`config.mk`:
```
export PLATFORM = sky130hd
export DESIGN_NAME = nm_div_counter
export DESIGN_NICKNAME = d
export VERILOG_FILES = /design/src/rtl/fmdll_pkg.sv /design/src/rtl/nm_div_counter_wrap_counter.sv /design/src/rtl/nm_div_counter.sv
export SDC_FILE = /design/constraint.sdc
export NUM_CORES = 1
export LEC_CHECK = 0
export CAP_MARGIN = 20
export CORE_ASPECT_RATIO = 1.1
export CORE_UTILIZATION = 44
export CTS_CLUSTER_DIAMETER = 100
export CTS_CLUSTER_SIZE = 28
export DETAILED_ROUTE_END_ITERATION = 10
export GPL_TIMING_DRIVEN = 0
export PLACE_DENSITY = 0.73
export SETUP_SLACK_MARGIN = 0.4
export SYNTH_ARGS = -nofsm -noshare
export SYNTH_HDL_FRONTEND = slang
export SYNTH_SLANG_ARGS = --single-unit
```
`constraint.sdc`:
```
create_clock -name clk_out -period 1.8 [get_ports clk_out]
set_input_delay 0.36 -clock clk_out [delete_from_list [all_inputs] [get_ports clk_out]]
set_output_delay 0.36 -clock clk_out [all_outputs]
set_load 0.02 [all_outputs]
```
`src/rtl/fmdll_pkg.sv`:
```
// fmdll_pkg
// Shared definitions for the FMDLL frame counter: the state encoding, the
// default counter widths, and the N/M legality rule used by the controller.
package fmdll_pkg;

  // Default width of N / N_counter and of M / M_counter.
  localparam int NW_DEFAULT = 4;
  localparam int MW_DEFAULT = 2;

  typedef enum logic [1:0] {
    IDLE = 2'b00,
    RUN  = 2'b01,
    ERR  = 2'b10
  } state_e;

  // A configuration is usable only when neither ratio is zero.
  function automatic logic cfg_legal(input int unsigned n, input int unsigned m);
    return (n != 0) && (m != 0);
  endfunction

endpackage

```
`src/rtl/nm_div_counter_wrap_counter.sv`:
```
// wrap_counter
// Counts 1..limit and wraps back to 1. Clear has priority over increment and
// forces the count to 1. The next count is also exported so the parent can
// register flags that line up with the registered count.
//
// Ports:
//   clk        - clock, rising edge
//   rst        - asynchronous active-high reset (count returns to 1)
//   inc        - advance the count this cycle
//   clr        - force the count to 1 this cycle
//   limit      - last value before wrapping
//   count      - registered count, 1..limit
//   count_next - value the count takes at the next edge
//   wrap       - count has reached limit
module wrap_counter #(
  parameter int W = 4
) (
  input  logic         clk,
  input  logic         rst,
  input  logic         inc,
  input  logic         clr,
  input  logic [W-1:0] limit,
  output logic [W-1:0] count,
  output logic [W-1:0] count_next,
  output logic         wrap
);

  logic [W-1:0] count_q;
  logic [W-1:0] count_d;

  assign wrap = (count_q == limit);

  always_comb begin
    count_d = count_q;
    if (clr) begin
      count_d = W'(1);
    end else if (inc) begin
      count_d = wrap ? W'(1) : count_q + W'(1);
    end
  end

  always_ff @(posedge clk or posedge rst) begin
    if (rst) begin
      count_q <= W'(1);
    end else begin
      count_q <= count_d;
    end
  end

  assign count      = count_q;
  assign count_next = count_d;

endmodule

```
`src/rtl/nm_div_counter.sv`:
```
// nm_div_counter
// Frame counter for the FMDLL running on the multiplied clock. Divides clk_out
// by N and groups M N-periods into a frame. N and M are captured into shadow
// registers only when starting from IDLE or at a frame wrap, so a live change
// of N/M never disturbs a frame in progress. Zero ratios park the block in ERR.
//
// Ports:
//   clk_out     - multiplied DLL clock, rising edge
//   rst         - asynchronous active-high reset
//   en          - run request, honoured in IDLE and at frame wraps
//   N, M        - requested division ratio / frame length (legal when nonzero)
//   N_counter   - position in the current N-period, 1..N_act
//   M_counter   - position in the current frame, 1..M_act
//   DIV_N       - last cycle of each N-period
//   DIV_M       - first N-period of each frame
//   frame_start - first cycle of each frame
//   cfg_err     - block is in ERR
module nm_div_counter
  import fmdll_pkg::*;
#(
  parameter int NW = NW_DEFAULT,
  parameter int MW = MW_DEFAULT
) (
  input  logic          clk_out,
  input  logic          rst,
  input  logic          en,
  input  logic [NW-1:0] N,
  input  logic [MW-1:0] M,
  output logic [NW-1:0] N_counter,
  output logic [MW-1:0] M_counter,
  output logic          DIV_N,
  output logic          DIV_M,
  output logic          frame_start,
  output logic          cfg_err
);

  state_e        state_q, state_d;
  logic [NW-1:0] n_act_q, n_act_d;
  logic [MW-1:0] m_act_q, m_act_d;
  logic          div_n_q, div_n_d;
  logic          div_m_q, div_m_d;
  logic          frame_start_q, frame_start_d;
  logic          cfg_err_q, cfg_err_d;

  logic          cfg_ok;
  logic          running;
  logic          run_next;
  logic          frame_wrap;
  logic          cnt_clr;
  logic          n_wrap;
  logic          m_wrap;
  logic [NW-1:0] n_cnt_d;
  logic [MW-1:0] m_cnt_d;

  assign cfg_ok     = cfg_legal(32'(N), 32'(M));
  assign running    = (state_q == RUN);
  assign frame_wrap = running && n_wrap && m_wrap;

  always_comb begin
    state_d = state_q;
    n_act_d = n_act_q;
    m_act_d = m_act_q;
    unique case (state_q)
      IDLE: begin
        if (en) begin
          if (cfg_ok) begin
            state_d = RUN;
            n_act_d = N;
            m_act_d = M;
          end else begin
            state_d = ERR;
          end
        end
      end
      RUN: begin
        if (frame_wrap) begin
          if (!en) begin
            state_d = IDLE;
          end else if (!cfg_ok) begin
            state_d = ERR;
          end else begin
            n_act_d = N;
            m_act_d = M;
          end
        end
      end
      ERR: begin
        if (cfg_ok) begin
          state_d = IDLE;
        end
      end
      default: state_d = IDLE;
    endcase
  end

  // Counters sit at 1 outside RUN and on the edge that leaves RUN. At a frame
  // wrap that stays in RUN both counters wrap to 1 on their own, so the new
  // shadows apply from the very next cycle.
  assign run_next = (state_d == RUN);
  assign cnt_clr  = !running || !run_next;

  wrap_counter #(.W(NW)) u_n_cnt (
    .clk        (clk_out),
    .rst        (rst),
    .inc        (running),
    .clr        (cnt_clr),
    .limit      (n_act_q),
    .count      (N_counter),
    .count_next (n_cnt_d),
    .wrap       (n_wrap)
  );

  wrap_counter #(.W(MW)) u_m_cnt (
    .clk        (clk_out),
    .rst        (rst),
    .inc        (running && n_wrap),
    .clr        (cnt_clr),
    .limit      (m_act_q),
    .count      (M_counter),
    .count_next (m_cnt_d),
    .wrap       (m_wrap)
  );

  // Flags are decoded from next-cycle values so they register alongside the counts.
  always_comb begin
    div_n_d       = run_next && (n_cnt_d == n_act_d);
    div_m_d       = run_next && (m_cnt_d == MW'(1));
    frame_start_d = run_next && (n_cnt_d == NW'(1)) && (m_cnt_d == MW'(1));
    cfg_err_d     = (state_d == ERR);
  end

  always_ff @(posedge clk_out or posedge rst) begin
    if (rst) begin
      state_q       <= IDLE;
      n_act_q       <= NW'(1);
      m_act_q       <= MW'(1);
      div_n_q       <= 1'b0;
      div_m_q       <= 1'b0;
      frame_start_q <= 1'b0;
      cfg_err_q     <= 1'b0;
    end else begin
      state_q       <= state_d;
      n_act_q       <= n_act_d;
      m_act_q       <= m_act_d;
      div_n_q       <= div_n_d;
      div_m_q       <= div_m_d;
      frame_start_q <= frame_start_d;
      cfg_err_q     <= cfg_err_d;
    end
  end

  assign DIV_N       = div_n_q;
  assign DIV_M       = div_m_q;
  assign frame_start = frame_start_q;
  assign cfg_err     = cfg_err_q;

endmodule
```
==> metrics.md <==
| Metric | Value |
|---|---|
| Fillers | `143` |
| Post-route core utilization | `72.9%` |
| H-tree depth | `1` |
| I/O Pins | `19` |
| Post-synthesis compound-gate area fraction | `approximately 16%` |
| Sink Count | `18` |
| Mapped Cells | `87` |
| Dpl ws | `-0.761 ns` |
| Final Hold Viols | `0` |
| Final Max Tran Viols | `0` |
| Hold Buf Count CTS | `0` |
| Worst path cell trace | `xor2_2 > nor2_2 > a31oi_4 > buf_4 > nor2_2 > a31oi_1 > nor4_2` |
| Slew @ Worst Pin | `0.688 ns` |
| Clock slew at reported path FFs | `0.10 ns` |
| CTS buffer count | `3` |
| Worst rel slew slack | `54.1%` |
| Top post-synthesis cells by area | `dfrtp_1 (37%), dfstp_2 (11%), xnor2_1 (3.7%), xor2_1 (3.7%), inv_1 (2.8%)` |
| Iteration-0 DRC Markers | `24` |
| Die width | `45.9 um` |
| Seq/Total Area, Yosys | `48.7%` |
| Tmin final | `1.94 ns` |
| RSZ-0062 raised after global routing | `true` |
| Critical Path RT | `2.01 ns` |
| Synthesized area per cell | `10.7 um2` |
| Final setup fails | `4` |
| DR vias/cell | `between 5 and 6` |
| CTS max path bufs | `2` |
| First-pass GRT wire length | `3.41 mm` |
| Avg WL per Cell | `16.3 um` |
| Top-area cell type share of the netlist area | `37.5%` |
| Synthesized flop and latch total | `18` |
| Multi-input logic area | `587 um2` |
| Vias | `830` |
| Starting Density | `46.7%` |
| Synth Area in Adders | `1.34%` |
| CP arrival | `2.15 ns` |
| Maximum clock rate | `516 MHz` |
| CTS tree | `done` |
| Critical-path top delay cell | `dfstp_2` |
| Die ar. | `2310 um2` |
| DP HPWL | `1.33 mm` |
| Ratio of cells with drive above 1 in the final layout | `a little over half` |
| Fin nets | `between 100 and 150` |
| Design area | `~1500 um2` |
| Worst setup SP type | `flop` |
| Largest family of logic cells by synthesized area | `simple AND/OR/NAND/NOR gates` |
| CP Class | `flop to flop` |
| Die Y | `slightly above 50 um` |
| DRT Pass-1 Iters | `4` |
| Total power | `2.98 mW` |
| LEAKAGE | `0.690 nW` |
| Synth-to-Final Area Change | `56.0%` |
| Largest net degree at the start of global routing | `19` |
| Status | `finished with violations` |
| Max Cap Violations | `0` |
| Simple-Gate Fraction of Synth Area | `17.3%` |
| # diodes | `0` |
| Number of global-route vias before repair | `738` |
| Commonest non-fill, non-tap cell in the layout | `buf_4` |
| Worst Hold Class | `primary input to async pin` |
| Root Driver | `clkbuf_4` |
| Proportion of synthesized area in mux cells | `5.09%` |
| Remaining global-route overflow | `0` |
| PwrDens | `between 2000 and 2500 nW/um2` |
| Gpl congestion | `around 0.82` |
| Worst setup EP type | `flop` |
| Clk Latency, worst-skew pair | `0.30 ns` |
| Leading cell types in the layout, fill and taps excluded | `buf_4 (14), dfrtp_1 (11), inv_1 (7)` |
| Post-synthesis net count | `97` |
| Post-Syn Area | `935 um2` |
| Post-route ant nets | `0` |
| YS warnings | `0` |
| Worst setup margin | `-0.137 ns` |
| Gr usage total | `between 20% and 30%` |
| Worst VDD drop | `0.999 mV` |
| Fin crit share | `108%` |
| Core box area | `approximately 2000 um2` |
| Synth area leader | `dfrtp_1` |
| Initial antenna violation count | `0` |
| Hold_ws | `0.454 ns` |
| Sequential cell area | `459 um2` |
| Placed Area | `1160 um2` |
| Remaining DRCs | `0` |
| Post-synthesis xor/xnor area fraction | `7.50%` |
| IO Port Bufs | `18` |
| Worst Skew | `0.00637 ns` |
| Largest stage delay, worst path | `0.62 ns` |
| Final wirelength | `2.51 mm` |
| Failing checks | `negative setup slack` |
| Top cell by count, worst path | `nor2_2` |
| Worst Path Max Fanout | `5` |
| Yosys cell types | `35` |
| # rows | `17` |
Yosys cell counts (all sizes together):
| cell | instances |
|---|---|
| a21o | 3 |
| a21oi | 2 |
| a31o | 1 |
| a31oi | 2 |
| and2 | 2 |
| and4 | 1 |
| buf | 1 |
| dfrtp | 14 |
| dfstp | 4 |
| ha | 1 |
| inv | 7 |
| mux2 | 3 |
| mux2i | 1 |
| nand2 | 7 |
| nand2b | 2 |
| nand3 | 1 |
| nand4 | 1 |
| nor2 | 7 |
| nor2b | 1 |
| nor3 | 3 |
| nor4 | 3 |
| o211ai | 1 |
| o21ai | 4 |
| o221a | 2 |
| o22ai | 1 |
| o2bb2ai | 1 |
| o31ai | 1 |
| o41ai | 1 |
| or2 | 1 |
| xnor2 | 4 |
| xor2 | 4 |
worst max-delay path: cells and delay by family (launching register included):
kind / cells / cell delay (ns)
DFF: 1 / 0.62
and+or+nand+nor: 3 / 0.70
AOI/OAI and AO/OA: 2 / 0.26
xor gates and xnor gates: 1 / 0.09
buffers and inverters: 1 / 0.18
layer usage:
metal	routed length [um]	global-route usage (%)	up-vias
met1	1010	28.1	400
li1	-	-	383
met5	0	0	-
met4	91	12.7	0
met3	114	3.96	11
met2	1300	32.4	36
where the power goes:
group          switching [mW]  internal [mW]
registers               0.211          0.618
clock network           0.128          0.124
logic                   0.986          0.915
total                    1.33           1.66
kinds of logic after synthesis:
kind of cell,after synthesis
AOI/OAI and AO/OA,19
xor gates and xnor gates,8
adders and majority gates,1
buffers and inverters,8
DFF,18
muxes,4
and+or+nand+nor,29
sequential cells by signal (all words and copies together), names as in the netlist:
| name | flops |
|---|---|
| frame_start | 1 |
| DIV_M | 1 |
| cfg_err | 1 |
| m_act_q | 2 |
| u_m_cnt.count | 2 |
| state_q | 2 |
| n_act_q | 4 |
| DIV_N | 1 |
| u_n_cnt.count | 4 |
what timing repair did:
| item | 4_1_cts | 5_1_grt |
|---|---|---|
| pin swaps | 6 | 7 |
| gates resized for setup | 49 | 18 |
| setup buffers | 10 | 7 |
| endpoints found under the setup margin | 27 | 23 |
layout make-up:
cell class / count / area share (%)
plain buffers: 1 / 0.773
clock buffers: 4 / 2.49
inverters: 7 / 1.80
multi-input cells: 61 / 40.3
flip-flops and latches: 18 / 31.5
well taps: 28 / 2.40
repair buffers: 35 / 20.8
worst paths after layout:
check / start / to / slack (ns) / cells past startpoint
worst min register to register: m_act_q[1]$_DFFE_PP0P_ / m_act_q[1]$_DFFE_PP0P_ / 0.56 / 1
worst max register to register: u_m_cnt.count[0]$_DFF_PP1_ / DIV_N$_DFF_PP0_ / -0.14 / 7
worst min-delay path: rst / state_q[0]$_DFF_PP0_ / 0.45 / 2
min in group clk_out: N[2] / n_act_q[2]$_DFF_PP0_ / 0.54 / 2
max in group asynchronous: rst / u_n_cnt.count[1]$_DFF_PP0_ / 0.86 / 2
worst max-delay path: u_m_cnt.count[0]$_DFF_PP1_ / DIV_N$_DFF_PP0_ / -0.14 / 7
through the flow:
step | TNS, ns | instances
floorplan | -0.152 | 87
global placement | -4.53 | 133
detailed placement | -4.55 | 133
CTS | -0.268 | 147
global route | -0.751 | 154
finish | -0.303 | 154
(Power assumes the default switching activity.)
==> RTL edit, RTL diff (config.mk and constraints unchanged) <==
`NW_DEFAULT`: 4 -> 5.
--- a/src/rtl/fmdll_pkg.sv
+++ b/src/rtl/fmdll_pkg.sv
@@ -6,3 +6,3 @@
   // Default width of N / N_counter and of M / M_counter.
-  localparam int NW_DEFAULT = 4;
+  localparam int NW_DEFAULT = 5;
   localparam int MW_DEFAULT = 2;
Ports: changed (resized N and N_counter); port bits go from 19 to 21. No check against the original RTL was run, so the function may have changed too.
==> RTL edit against the unedited design <==
The flow still finishes with violations (setup timing). Setup slack lost 0.45 ns. Synthesized area grew 21%. Routed wire length grew 59%. Via count grew 28%. Synthesized cell count grew 14%. Total power grew 45%. Final area grew 37%. Sequential cell count grew 2. Critical endpoint unchanged.
==> RTL edit: results (changes against the unedited design) <==
clk_lat worst skew 0.32 ns (was 0.30 ns); clk pwr 0.000379 W (was 0.000251 W); CP arrival 2.61 ns (was 2.15 ns); setup-violating endpoint count in the final report 13 (was 4); Placement Setup Slack -0.8094 ns (was -0.7608 ns); Placed Area 1413 µm² (was 1157 µm²); post-synthesis compound-gate area fraction 0.1238 (was 0.1606); commonest cells in the netlist 16 x dfrtp_1, 11 x xor2_1, 7 x nand2_1, 7 x nor2_1 (was 14 x dfrtp_1, 7 x inv_1, 7 x nand2_1); setup slack, reg-to-reg -0.59 ns (was -0.14 ns); Worst Hold Class input pin to register (was input pin to async pin); hpwl dp 1.756 mm (was 1.330 mm); LEAKAGE 0.9065 nW (was 0.6898 nW); post-synthesis mux area share 0.07182 (was 0.05087); vias in the first global route 961 (was 738); skew final 0.008143 ns (was 0.006369 ns); I/O Buffers 20 (was 18); nets 174 (was 137); critical path endpoint category register (unchanged); post-synthesis sequential area ratio 0.4464 (was 0.4873); # fillers 105 (was 143); run status complete, but fails checks (unchanged); largest net degree at the start of global routing 21 (was 19); vias post-DR 1062 (was 830); final worst slack -0.5903 ns (was -0.1365 ns); Synthesized Nets 110 (was 97); Post-Route WL 3.989 mm (was 2.513 mm); XOR/XNOR share of the synthesized area 0.1227 (was 0.07497); layout cells sized above 1 0.6728 (was 0.5238); NetSw 0.001879 W (was 0.001325 W); failing checks setup timing (unchanged); slew margin rel. 0.4895 (was 0.5407); 1st-iter DRT viols 31 (was 24); global placement routability congestion 0.7628 (was 0.8212); accumulated negative setup slack -3.970 ns (was -0.3028 ns); FF-to-FF path depth 11 (was 7); Synth Area in Adders 0.01105 (was 0.01339); Mapped Avg Cell Area 11.44 µm² (was 10.74 µm²); CP peak stage delay 0.44 ns (was 0.62 ns); first-pass GRT wire length 4.671 mm (was 3.408 mm); power per cell area 2152 nW/µm² (was 2046 nW/µm²); crit path launch u_n_cnt.count[4] (was u_m_cnt.count[0]); Final Core Density 0.8552 (was 0.7290); prevailing post-synth register cell dfrtp_1 (unchanged); Clock Tree Buf Depth 2 (unchanged); wire per inst 20.78 µm (was 16.32 µm); DP Cell Count 149 (was 133); Max stage delay cell, worst path dfrtp_1 (was dfstp_2); maximum vdd drop 1567 µV (was 999.3 µV); total global-route track usage 0.2298 (was 0.2154); Sequential Power Share 0.200 (was 0.278); CP max FO 4 (was 5)
RTL edit: cell types whose count changed in the layout (fill, tap and decap cells not counted), sizes merged, moves of 3 or more:
cell / unedited run / this run
mux2: 3 / 6
a21oi: 2 / 6
inv: 7 / 4
xor2: 4 / 12
buf: 24 / 47
RTL edit: layout make-up:
| class | instances | area share |
|---|---|---|
| tap | 30 | 0.01874 |
| buffer | 1 | 0.003748 |
| clock buffer | 3 | 0.01124 |
| sequential | 20 | 0.2542 |
| timing repair buffer | 59 | 0.2705 |
| inverter | 4 | 0.007495 |
| multi-input combinational | 74 | 0.4191 |
| clock inverter | 1 | 0.01499 |
RTL edit: routing by layer:
metal / vias to the layer above / wire length, µm / GRT usage
met5: - / 0 / 0
met4: 0 / 136 / 0.1111
met3: 13 / 179 / 0.02479
met2: 36 / 2020 / 0.3829
met1: 548 / 1653 / 0.2926
li1: 465 / - / -
RTL edit: timing repair:
item | CTS | global route
endpoints found under the setup margin | 31 | 27
resized for setup | 50 | 51
buffers inserted | 22 | 17
hold buffers | 0 | 0
pin swaps | 11 | 26
RTL edit: logic make-up after synthesis:
family                   after synthesis
AND/OR/NAND/NOR                       34
flip-flops                            20
AO/OA/AOI/OAI                         17
XOR/XNOR                              15
multiplexers                           7
buffers and inverters                  5
adder cells (fa/ha/maj)                1
RTL edit: worst min-delay path by stage:
| stage | from | end | slack, ns | cells after the start |
|---|---|---|---|---|
| after floorplan | rst | DIV_M | 0.32 | 1 |
| after global placement | m_act_q[1] | m_act_q[1] | 0.54 | 1 |
| after detailed placement | m_act_q[1] | m_act_q[1] | 0.55 | 1 |
| after CTS | N[3] | n_act_q[3] | 0.45 | 2 |
| after global routing | N[1] | n_act_q[1] | 0.35 | 2 |
| final | N[1] | n_act_q[1] | 0.35 | 2 |
